<file path="config.mk">
export PLATFORM = sky130hd
export DESIGN_NAME = io_timer_bank
export DESIGN_NICKNAME = d
export VERILOG_FILES = /design/src/rtl/io_timer_pkg.sv /design/src/rtl/io_timer_channel.sv /design/src/rtl/io_timer_bank.sv
export SDC_FILE = /design/constraint.sdc
export NUM_CORES = 1
export LEC_CHECK = 0
export CORE_UTILIZATION = 28
export DETAILED_ROUTE_END_ITERATION = 10
export HOLD_SLACK_MARGIN = 0.05
export PLACE_DENSITY_LB_ADDON = 0.3
export SYNTH_ARGS = -nofsm -noshare
export SYNTH_HDL_FRONTEND = slang
export SYNTH_SLANG_ARGS = --single-unit
</file>
<file path="constraint.sdc">
create_clock -name clk -period 27.5 [get_ports clk]
set_input_delay 2.75 -clock clk [delete_from_list [all_inputs] [get_ports clk]]
set_output_delay 2.75 -clock clk [all_outputs]
set_load 0.01 [all_outputs]
</file>
<file path="src/rtl/io_timer_pkg.sv">
// Shared address map, CTRL bit positions and bus-side types for io_timer_bank.
package io_timer_pkg;

  // Per-channel register offsets (byte offsets inside a channel window)
  localparam logic [3:0] OFS_CTRL   = 4'h0;
  localparam logic [3:0] OFS_LOAD   = 4'h4;
  localparam logic [3:0] OFS_COUNT  = 4'h8;
  localparam logic [3:0] OFS_STATUS = 4'hC;

  // Global register addresses; the 0xF0 window is never a channel (NUM_CH <= 15)
  localparam logic [7:0] ADDR_PRESC  = 8'hF0;
  localparam logic [7:0] ADDR_CYC_LO = 8'hF4;
  localparam logic [7:0] ADDR_CYC_HI = 8'hF8;
  localparam logic [7:0] ADDR_PEND   = 8'hFC;

  localparam int CTRL_EN = 0;
  localparam int CTRL_AR = 1;
  localparam int CTRL_IE = 2;

  localparam logic [7:0] CH_STRIDE = 8'h10;

  // CTRL register image, bit 0 = EN
  typedef struct packed {
    logic ie;
    logic ar;
    logic en;
  } ctrl_t;

  // One-hot register write strobes into a channel
  typedef struct packed {
    logic ctrl;
    logic load;
    logic count;
    logic status;
  } ch_wr_t;

endpackage

</file>
<file path="src/rtl/io_timer_channel.sv">
// One countdown timer: CTRL/LOAD/COUNT/EXP plus decrement, reload and one-shot stop.
module io_timer_channel
  import io_timer_pkg::*;
#(
  parameter int CNT_W = 32
) (
  input  logic             clk,
  input  logic             reset,
  input  logic             tick,
  input  ch_wr_t           wr,
  input  logic [31:0]      wdata,
  output ctrl_t            ctrl,
  output logic [CNT_W-1:0] load,
  output logic [CNT_W-1:0] count,
  output logic             exp
);

  logic update;
  logic expire;

  assign update = tick & ctrl.en;
  assign expire = update & (count <= CNT_W'(1));

  // CTRL: a bus write always wins, so a written EN=1 survives a one-shot stop
  always_ff @(posedge clk or posedge reset)
    if (reset)                    ctrl    <= '0;
    else if (wr.ctrl)             ctrl    <= {wdata[CTRL_IE], wdata[CTRL_AR], wdata[CTRL_EN]};
    else if (expire && !ctrl.ar)  ctrl.en <= 1'b0;

  // LOAD only matters at the next reload; it never touches COUNT directly
  always_ff @(posedge clk or posedge reset)
    if (reset)        load <= '0;
    else if (wr.load) load <= wdata[CNT_W-1:0];

  // COUNT: bus write beats the tick update on the same edge
  always_ff @(posedge clk or posedge reset)
    if (reset)                   count <= '0;
    else if (wr.count)           count <= wdata[CNT_W-1:0];
    else if (update) begin
      if (count > CNT_W'(1))     count <= count - CNT_W'(1);
      else if (ctrl.ar)          count <= load;
      else                       count <= '0;
    end

  // EXP: set on expiry, write-1-to-clear; a coincident set wins
  always_ff @(posedge clk or posedge reset)
    if (reset)                         exp <= 1'b0;
    else if (expire)                   exp <= 1'b1;
    else if (wr.status && wdata[0])    exp <= 1'b0;

endmodule

</file>
<file path="src/rtl/io_timer_bank.sv">
// Memory-mapped timer bank on the mmu IO bus: address decode, shared prescaler,
// combinational read mux, PEND/irq, and NUM_CH io_timer_channel instances.
// Optional 64-bit cycle counter at 0xF4/0xF8 when IO_TIMER_CYCLE_EN is defined.
module io_timer_bank
  import io_timer_pkg::*;
#(
  parameter int NUM_CH  = 4,
  parameter int CNT_W   = 32,
  parameter int PRESC_W = 8
) (
  input  logic        clk,
  input  logic        reset,
  input  logic        io_en,
  input  logic        io_we,
  input  logic [7:0]  io_addr,
  input  logic [31:0] io_data_write,
  output logic [31:0] io_data_read,
  output logic        irq
);

  logic [7:0]               word;
  logic [3:0]               ch_sel;
  logic [3:0]               ofs;
  logic                     wr_en;
  logic                     tick;
  logic [PRESC_W-1:0]       presc;
  logic [PRESC_W-1:0]       pcnt;
  ch_wr_t [NUM_CH-1:0]      ch_wr;
  ctrl_t  [NUM_CH-1:0]      ch_ctrl;
  logic [NUM_CH-1:0][CNT_W-1:0] ch_load;
  logic [NUM_CH-1:0][CNT_W-1:0] ch_count;
  logic [NUM_CH-1:0]        ch_exp;
  logic [NUM_CH-1:0]        pend;
  logic [31:0]              rdata_ch;
  logic [31:0]              rdata_gl;
  logic                     unused_addr_lsb;

  // Byte lanes are ignored: decode on the word address only
  assign word            = {io_addr[7:2], 2'b00};
  assign ch_sel          = word[7:4];
  assign ofs             = word[3:0];
  assign wr_en           = io_en & io_we;
  assign unused_addr_lsb = ^io_addr[1:0];

  assign tick = (pcnt == presc);

  // Prescaler: counts 0..PRESC and restarts on each tick; a PRESC write restarts it
  always_ff @(posedge clk or posedge reset)
    if (reset) begin
      presc <= '0;
      pcnt  <= '0;
    end else if (wr_en && word == ADDR_PRESC) begin
      presc <= io_data_write[PRESC_W-1:0];
      pcnt  <= '0;
    end else if (tick) begin
      pcnt  <= '0;
    end else begin
      pcnt  <= pcnt + PRESC_W'(1);
    end

  for (genvar c = 0; c < NUM_CH; c++) begin : g_ch
    logic sel;
    assign sel      = wr_en & (ch_sel == 4'(c));
    assign ch_wr[c] = '{ctrl:   sel & (ofs == OFS_CTRL),
                        load:   sel & (ofs == OFS_LOAD),
                        count:  sel & (ofs == OFS_COUNT),
                        status: sel & (ofs == OFS_STATUS)};
    assign pend[c]  = ch_exp[c] & ch_ctrl[c].ie;

    io_timer_channel #(.CNT_W(CNT_W)) u_ch (
      .clk   (clk),
      .reset (reset),
      .tick  (tick),
      .wr    (ch_wr[c]),
      .wdata (io_data_write),
      .ctrl  (ch_ctrl[c]),
      .load  (ch_load[c]),
      .count (ch_count[c]),
      .exp   (ch_exp[c])
    );
  end

  // irq lags PEND by one cycle in both directions
  always_ff @(posedge clk or posedge reset)
    if (reset) irq <= 1'b0;
    else       irq <= |pend;

`ifdef IO_TIMER_CYCLE_EN
  logic [63:0] cyc;
  logic [31:0] hi_latch;

  // Free-running cycle counter; reading the low word freezes the high word
  always_ff @(posedge clk or posedge reset)
    if (reset) begin
      cyc      <= '0;
      hi_latch <= '0;
    end else begin
      cyc <= cyc + 64'd1;
      if (io_en && !io_we && word == ADDR_CYC_LO) hi_latch <= cyc[63:32];
    end
`endif

  // Channel read mux; out-of-range channels fall through to 0
  always_comb begin
    rdata_ch = '0;
    for (int c = 0; c < NUM_CH; c++)
      if (ch_sel == 4'(c))
        case (ofs)
          OFS_CTRL:   rdata_ch = 32'(ch_ctrl[c]);
          OFS_LOAD:   rdata_ch = 32'(ch_load[c]);
          OFS_COUNT:  rdata_ch = 32'(ch_count[c]);
          OFS_STATUS: rdata_ch = 32'(ch_exp[c]);
          default:    rdata_ch = '0;
        endcase
  end

  // Global register read mux
  always_comb begin
    rdata_gl = '0;
    case (word)
      ADDR_PRESC:  rdata_gl = 32'(presc);
      ADDR_PEND:   rdata_gl = 32'(pend);
`ifdef IO_TIMER_CYCLE_EN
      ADDR_CYC_LO: rdata_gl = cyc[31:0];
      ADDR_CYC_HI: rdata_gl = hi_latch;
`endif
      default:     rdata_gl = '0;
    endcase
  end

  assign io_data_read = !io_en ? 32'd0 : (ch_sel == 4'hF) ? rdata_gl : rdata_ch;

endmodule
</file>
==> flow_summary.json <==
{
  "startpoint_type": "input port",
  "routabilityCongestion": 0.963,
  "drv_cap": 0,
  "drt_iter0_markers": 1791,
  "clk_latency_ns": 0.56,
  "finalSetupViolCount": 0,
  "mostFrequentLayoutCell": "dfrtp_1",
  "rsz0062_at_grt": "false",
  "initial_core_util_pct": 28.4,
  "cts_made_buffers": 38,
  "critPathRequiredTime_ns": 24.75,
  "num_rows": 93,
  "critPathSlowestCell": "nor2b_4",
  "crit_path_max_fanout": 46,
  "yosysWarningCount": 0,
  "ios": 77,
  "die_y_um": 258,
  "final_cell_mix": "dfrtp_1, nor2_1, o21ai_0",
  "numPortBuffers": 74,
  "syn_area_sq_um": 18400,
  "cpMostUsedCell": "buf_4",
  "ys_types": 74,
  "tns_ns": 0,
  "grt_pass1_vias": 16800,
  "cts-root-buf": "clkbuf_16",
  "slew_viol_final": 0,
  "wl_per_cell_um": 24.9,
  "ant_nets": 0,
  "cts_resized": 0,
  "critPathCaptureType": "primary output",
  "cts_tree": "yes",
  "syn_to_final_growth_pct": 14.8,
  "grt_pass1_wl_um": 110000,
  "synth.area.top_cells": "dfrtp_1, mux2_2, o21ai_0, a21oi_1, a221oi_1",
  "place_inst": 2855,
  "dieArea_sq_um": 66700,
  "fin_crit_sh_pct": 37.8,
  "syn-instance-count": 2066,
  "min_period_ns": 10.41,
  "fin_hold_ws_ns": 0.511,
  "wirelength_um": 72600,
  "synth.top_cell.area_share_pct": 39.3,
  "vias_per_cell": 6.07,
  "grt_max_degree": 105,
  "cts_sinks": 289,
  "finalClockSkew_ns": 0.0197,
  "hpwl_um": 50100,
  "drc": 0,
  "core_sq_um": 64700,
  "clock_path_buffers": 3,
  "grt-ovfl-total": 0,
  "outcome": "finished clean",
  "fillers": 6752,
  "clk_pin_slew_ns": 0.05,
  "die_w_um": 258,
  "peakVddDrop_uv": 40.2,
  "cp.arrival_ns": 7.66,
  "p_per_area_nw_per_um2": 77.0,
  "hold_path_class": "reg2reg",
  "firstDrtPassIters": 8,
  "p_leak_nw": 8.15,
  "tightest_slew_ns": 1.15,
  "synth_ff_type": "dfrtp_1",
  "synth_nets": 2119,
  "vias": 17700,
  "syn_area_per_cell_sq_um": 8.90,
  "grtUsageTotal_pct": 21.6,
  "fmax_mhz": 96.1,
  "maxSlewHeadroom_pct": 23.1,
  "crit_type": "in2out",
  "yosysTopAreaCell": "dfrtp_1",
  "synth_enable_flop_cells": 0,
  "path_cells": "clkdlybuf4s50_1, buf_4, nor2b_4, buf_4, buf_4, a221oi_1, a21oi_1, a21oi_1, o32ai_1, clkdlybuf4s50_1",
  "final_net_count": 2093,
  "final_hold_viol_count": 0,
  "critPathMaxStageDelay_ns": 0.99,
  "synth_seq_area_share_pct": 39.3,
  "antenna_found_initial": 4,
  "cts_setup_buffers": 0,
  "async_reset_ff_share_pct": 100,
  "cts_hold_buf": 0,
  "drive_gt1_share_pct": 14.1,
  "cts_max_level": 2,
  "layout.cells.non_filler": 2920,
  "ys_seq_elements": 289
}
-- registers in the layout, indices dropped and copies added, names as in the netlist --
| register | count |
|---|---|
| g_ch.u_ch.count | 128 |
| g_ch.u_ch.ctrl | 12 |
| g_ch.u_ch.exp | 4 |
| g_ch.u_ch.load | 128 |
| irq | 1 |
| pcnt | 8 |
| presc | 8 |
-- worst max-delay path: cells and delay by family --
| family | cells | cell delay [ns] |
|---|---|---|
| buf+inv | 5 | 2.69 |
| compound gates | 4 | 1.15 |
| simple gates | 1 | 0.99 |
-- layer usage --
layer	part of all wire [%]	up-vias	wire length (um)	track usage (%)
li1	-	7811	-	-
met1	43	8838	31100	30.4
met2	44	950	32100	32.9
met3	9.8	120	7100	3.84
met4	3.3	4	2390	7.81
met5	0.032	-	23	0
-- power breakdown --
part | internal, mW | total, mW | switching, mW
Sequential | 0.513 | 0.645 | 0.133
Combinational | 0.192 | 0.463 | 0.272
Clock | 0.316 | 0.518 | 0.202
Total | 1.02 | 1.63 | 0.606
-- worst paths after layout --
check	from	end	slack, ns	cells past startpoint
max	io_addr[2]	io_data_read[4]	17.09	10
min	g_ch[1].u_ch.load[0]	g_ch[1].u_ch.load[0]	0.51	2
max reg2reg	g_ch[0].u_ch.count[8]	g_ch[0].u_ch.count[30]	23.77	6
min reg2reg	g_ch[1].u_ch.load[0]	g_ch[1].u_ch.load[0]	0.51	2
max in group asynchronous	reset	g_ch[3].u_ch.count[8]	23.32	3
min in group asynchronous	reset	g_ch[1].u_ch.load[4]	2.76	2
-- through the flow --
stage / cell area [sq um] / utilization, % / power, mW / setup WS, ns
floorplan: 18400 / - / 0.943 / 16.77
global placement: 19800 / 30.7 / 1.09 / 17.29
detailed placement: 19800 / 30.7 / 1.10 / 17.30
CTS: 21100 / 32.6 / 1.63 / 17.28
global route: 21100 / 32.6 / 1.71 / 17.04
finish: 21100 / 32.7 / 1.63 / 17.09
-- Yosys cell counts, types with 14 or more instances --
library cell / instances
and3_1: 38
a211oi_1: 21
inv_1: 23
nand2_1: 155
clkbuf_1: 140
buf_1: 18
a221oi_1: 80
a22oi_1: 47
nor3_1: 68
nand3_1: 62
o21ai_0: 158
buf_2: 18
a21oi_1: 143
a31oi_1: 26
nor4_1: 43
nor2_1: 172
nand4_1: 23
dfrtp_1: 289
a311oi_1: 40
mux2i_1: 19
xor2_1: 43
o22ai_1: 18
or4_1: 23
mux2_2: 141
o31ai_1: 14
or3_1: 38
xnor2_1: 38
-- kinds of logic after synthesis --
group / Yosys count / synth area share, %
AO/OA/AOI/OAI: 630 / 22.6
XOR/XNOR: 81 / 3.86
adder cells (fa/ha/maj): 9 / 0.612
buffers and inverters: 204 / 4.39
flip-flops: 289 / 39.3
multiplexers: 164 / 10.2
AND/OR/NAND/NOR: 689 / 19.1
-- cell type report --
cell class / instances / area [sq um] / area share [%]
tap: 855 / 1070 / 5.06
sequential: 289 / 7230 / 34.2
clock buffer: 54 / 1140 / 5.42
timing repair buffer: 115 / 1050 / 4.95
multi-input combinational: 1573 / 10400 / 49.3
inverter: 23 / 93.8 / 0.444
antenna: 1 / 2.50 / 0.0118
clock inverter: 10 / 129 / 0.610
(Power assumes the default switching activity.)
